<file path="src/rtl/slr_seq.sv">
// Multi-cycle logical-right-shift sequencer: shifts by at most STEP bits per clock.
// Optional sticky (OR of all shifted-out bits) output enabled by SLR_SEQ_STICKY_EN.
module slr_seq #(
    parameter  int WIDTH   = 32,
    parameter  int STEP    = 1,
    localparam int SHAMT_W = $clog2(WIDTH)
) (
    input  logic               clk,
    input  logic               rst_n,
    input  logic               in_valid,
    output logic               in_ready,
    input  logic [WIDTH-1:0]   in_data,
    input  logic [SHAMT_W-1:0] in_shamt,
    output logic               out_valid,
    input  logic               out_ready,
    output logic [WIDTH-1:0]   out_data,
    input  logic               flush,
    output logic               busy
`ifdef SLR_SEQ_STICKY_EN
    ,
    output logic               sticky
`endif
);

    typedef enum logic [1:0] {
        IDLE  = 2'd0,
        SHIFT = 2'd1,
        DONE  = 2'd2
    } state_t;

    localparam logic [SHAMT_W-1:0] STEP_K = SHAMT_W'(STEP);

    state_t             state_q, state_d;
    logic [WIDTH-1:0]   data_q;
    logic [SHAMT_W-1:0] rem_q;
    logic [SHAMT_W-1:0] step_k;
    logic [SHAMT_W-1:0] rem_next;
    logic               accept;

    assign in_ready  = (state_q == IDLE);
    assign out_valid = (state_q == DONE);
    assign busy      = (state_q != IDLE);
    assign out_data  = data_q;

    // flush wins over a same-cycle request, so it also gates the accept.
    assign accept   = in_valid && in_ready && !flush;
    assign step_k   = (rem_q < STEP_K) ? rem_q : STEP_K;
    assign rem_next = rem_q - step_k;

    // NOTE: registers use non-blocking assignments so every flop samples pre-edge values.
    always_ff @(posedge clk) begin
        if (!rst_n) begin
            state_q <= IDLE;
        end else begin
            state_q <= state_d;
        end
    end

    // NOTE: next state defaults to the current state first, so no path infers a latch.
    always_comb begin
        state_d = state_q;
        unique case (state_q)
            IDLE: begin
                if (accept) begin
                    state_d = (in_shamt == '0) ? DONE : SHIFT;
                end
            end
            SHIFT: begin
                if (rem_next == '0) begin
                    state_d = DONE;
                end
            end
            DONE: begin
                if (out_ready) begin
                    state_d = IDLE;
                end
            end
            default: state_d = IDLE;
        endcase
        if (flush) begin
            state_d = IDLE;
        end
    end

    // NOTE: the data register is reset too, so out_data is never X once reset has been seen.
    always_ff @(posedge clk) begin
        if (!rst_n) begin
            data_q <= '0;
            rem_q  <= '0;
        end else if (flush) begin
            rem_q  <= '0;
        end else if (accept) begin
            data_q <= in_data;
            rem_q  <= in_shamt;
        end else if (state_q == SHIFT) begin
            data_q <= data_q >> step_k;
            rem_q  <= rem_next;
        end
    end

`ifdef SLR_SEQ_STICKY_EN
    logic             sticky_q;
    logic [WIDTH-1:0] lost_mask;

    // Low step_k bits of the data register are the ones about to fall off.
    assign lost_mask = ~({WIDTH{1'b1}} << step_k);

    always_ff @(posedge clk) begin
        if (!rst_n) begin
            sticky_q <= 1'b0;
        end else if (flush || accept) begin
            sticky_q <= 1'b0;
        end else if (state_q == SHIFT) begin
            sticky_q <= sticky_q | (|(data_q & lost_mask));
        end
    end

    assign sticky = sticky_q;
`endif

endmodule

</file>
<file path="config.mk">
export PLATFORM = sky130hd
export DESIGN_NAME = slr_seq
export DESIGN_NICKNAME = d
export VERILOG_FILES = /design/src/rtl/slr_seq.sv
export SDC_FILE = /design/constraint.sdc
export NUM_CORES = 1
export LEC_CHECK = 0
export ABC_AREA = 1
export CORE_UTILIZATION = 35
export CTS_BUF_LIST = sky130_fd_sc_hd__clkbuf_16
export CTS_CLUSTER_SIZE = 20
export DETAILED_ROUTE_END_ITERATION = 6
export SETUP_SLACK_MARGIN = 0.15
export SLEW_MARGIN = 25
export SYNTH_ARGS = -nofsm -noshare
export SYNTH_HDL_FRONTEND = slang
export SYNTH_SLANG_ARGS = --single-unit
</file>
<file path="constraint.sdc">
create_clock -name clk -period 1.8 [get_ports clk]
set_input_delay 0.36 -clock clk [delete_from_list [all_inputs] [get_ports clk]]
set_output_delay 0.36 -clock clk [all_outputs]
set_load 0.02 [all_outputs]
</file>
==> impl_metrics.yaml <==
run_status:
  status: "finished, final reports clean"
power:
  ir_drop_mv: 0.529
  power.share.switching_pct: 26.2
  p_seq_share_pct: 37.8
  power_density_mw_per_mm2: 726
  p_int_w: 0.00180
  leakage_nw: 1.52
  total_power_w: 0.00245
  combPwrFrac_pct: 22.2
  power_frac_clock_pct: 40.0
  p_sw_w: 0.000642
hold_path:
  hp-class: "reg2reg"
logic_synthesis:
  netlist_area_sq_mm: 0.00227
  synthesis.instances: 362
  synthFlopType: "dfxtp_1"
  yosysSeqAreaShare_pct: 34.5
  synth_cell_types: 24
  ys_warn_count: 0
  ys_seq_elements: 39
  synth_edf_count: 0
  async_reset_ff_share_pct: 0
  syn_nets: 405
  syn_avg_cell_area_sq_um: 6.26
final_layout:
  seq_area_sq_um: 791
  fillCellCount: 620
  fin_nets: 485
  drive_above_1_share_pct: 9.73
  area_delta_synth_final_pct: 48.6
  design_area_sq_mm: 0.00337
  n_antenna_cell: 0
  fin_cells: 517
  multi_input_area_sq_mm: 0.00122
grt:
  grt_overflow: 0
  grt_pass1_wl_mm: 9.69
  grt_pass1_vias: 2110
  grtUsageTotal_pct: 18.7
  grt_max_degree: 32
  antenna_found_initial: 0
route:
  first_pass_iters: 4
  wire_per_inst_um: 11.8
  vias_per_cell: 4.69
  drtIter0Drc: 158
  drc_errors: 0
  vias: 2425
  drtAntennaViolNets: 0
  routed_wl_mm: 6.08
clocking:
  cts_max_level: 2
  clock_latency_ps: 280
  cts-buffers-inserted: 5
  clk_pin_slew_ps: 60
  cts_max_path_buffers: 2
  clock-root-buffer: "clkbuf_16"
  cts_tree: "yes"
  cts.sinks: 39
place:
  place_congestion: 0.824
  place_ws_ps: -22.4
  post_dp_cell_area_sq_mm: 0.00314
  dp_hpwl_mm: 4.22
  port_buffers: 76
  dp.cells: 508
floorplan:
  fp.dieW_um: 82.5
  core_sq_mm: 0.00610
  pin_count: 77
  dieArea_sq_mm: 0.00680
  start_util_pct: 37.2
  die_y_um: 82.5
  rows: 28
sta:
  period_share_pct: 90.0
  setup_ws_ps: 180
  worst_slew_margin_rel_pct: 78.1
  tightest_slew_ps: 329
  hold_viol_final: 0
  fin_skew_ps: 6.69
  max_freq_mhz: 617
  rsz0062_at_grt: "false"
  slew_viol_final: 0
  setup_viol: 0
  min_period_ps: 1620
worst_setup_path:
  slowest_delay_ps: 620
  cp_cell_sequence: "clkdlybuf4s50_1"
  path_delay_family: "buffers and inverters"
  crit_cells: 1
  crit_path_max_fanout: 3
  startpoint: "out_data[2]"
  setup.worst_path.start_class: "register"
  path_buf_inv: 1
  r2r_slack_ps: 260
  rr_endpoint: "state_q[0]"
  crit_type: "reg2out"
  crit_arrival_ps: 1260
  slowest_stage: "clkdlybuf4s50_1"
  endpoint: "out_data[2]"
  crit_required_ps: 1440
  cp-end-kind: "output port"
  r2r-start: "rem_q[3]"
  reg2reg_depth: 14
flow_run:
  cap_violations: 0
Yosys cell counts, types with 4 or more instances:
library cell  count  area (sq um)
nand3_1          41           205
dfxtp_1          39           781
or2_1             9          56.3
nand2_1          92           345
buf_6             4          45.0
inv_1            48           180
a21oi_1          31           155
clkbuf_1          5          18.8
or2_0            20           125
a31oi_1           4          25.0
nor2_1           44           165
buf_2             8          40.0
kinds of logic after synthesis:
logic type	after synthesis	synth area share [%]
compound gates	38	8.72
fa+ha+maj	1	0.552
buf+inv	69	13.5
flops	39	34.5
simple gates	215	42.7
routing by layer:
metal	up-vias	GRT usage [%]	routed length, um
met1	1078	23.8	2790
met2	68	31.7	2890
met5	-	0	0
li1	1275	-	-
met4	0	5.79	50
met3	4	3.63	346
cell type report:
| class | instances | area share (%) |
|---|---|---|
| repair buffers | 92 | 27.2 |
| flip-flops and latches | 39 | 23.5 |
| clock buffers | 5 | 3.71 |
| clock inverters | 2 | 1.00 |
| inverters | 50 | 5.57 |
| multi-input cells | 254 | 36.2 |
| well taps | 75 | 2.79 |
cells in the final DEF (no fill, tap or decap):
master,instances
a21oi_1,30
a21oi_2,1
a31oi_1,4
buf_12,3
buf_4,13
bufinv_16,1
clkbuf_16,5
clkdlybuf4s15_1,1
clkdlybuf4s50_1,71
dfxtp_1,35
dfxtp_2,2
dfxtp_4,2
dlygate4sd2_1,3
dlymetal6s2s_1,1
ha_4,1
inv_1,48
inv_2,3
nand2_1,89
nand2_2,5
nand2_4,1
nand3_1,41
nand3_2,1
nand3b_1,1
nand4_1,2
nor2_1,41
nor2_2,2
nor2_4,3
o211ai_1,1
o21ai_0,2
or2_0,20
or2_1,9
worst register-to-register path, stage by stage (launching register included):
cell	delay (ps)
dfxtp_2	350
inv_1	70
nand2_2	70
nor2_2	60
nor2_2	110
inv_2	60
ha_4	170
nor2_4	110
nand2_2	50
nand2_1	80
nand2_1	60
nand2_2	70
nand4_1	90
nand2_1	80
inv_1	30
power by group through the flow:
stage	sequential, W	clock [W]	combinational (W)
detailed placement	0.000945	0	0.000528
finish	0.000924	0.000979	0.000542
global route	0.000929	0.00103	0.000603
global placement	0.000945	0	0.000525
floorplan	0.000984	0	0.000249
CTS	0.000927	0.00100	0.000529
state kept, by name, summed over array words and instances (netlist names):
name	cells
out_data	32
state_q	2
rem_q	5
through the flow:
step | setup TNS, ps | utilization (%) | hold slack [ps]
floorplan | 0 | - | 486
global placement | -31.8 | 51.6 | 494
detailed placement | -132 | 51.6 | 493
CTS | 0 | 54.2 | 501
global route | 0 | 55.3 | 528
finish | 0 | 55.3 | 495
timing repair:
item | in CTS | in global routing
resized for setup | 8 | 16
pin swaps | 1 | 5
hold buffers | 0 | 0
setup endpoints to repair | 6 | 12
buffers inserted | 0 | 2
worst min path at each step:
stage | start | to | slack (ps) | depth (start not counted)
final | out_data[31] | out_data[31] | 500 | 2
after floorplan | rst_n | out_data[30] | 490 | 2
after detailed placement | out_data[31] | out_data[31] | 490 | 2
after global routing | out_data[31] | out_data[31] | 530 | 2
after global placement | out_data[31] | out_data[31] | 490 | 2
after CTS | out_data[31] | out_data[31] | 500 | 2
Note: power is estimated with default switching activity, not from simulation.
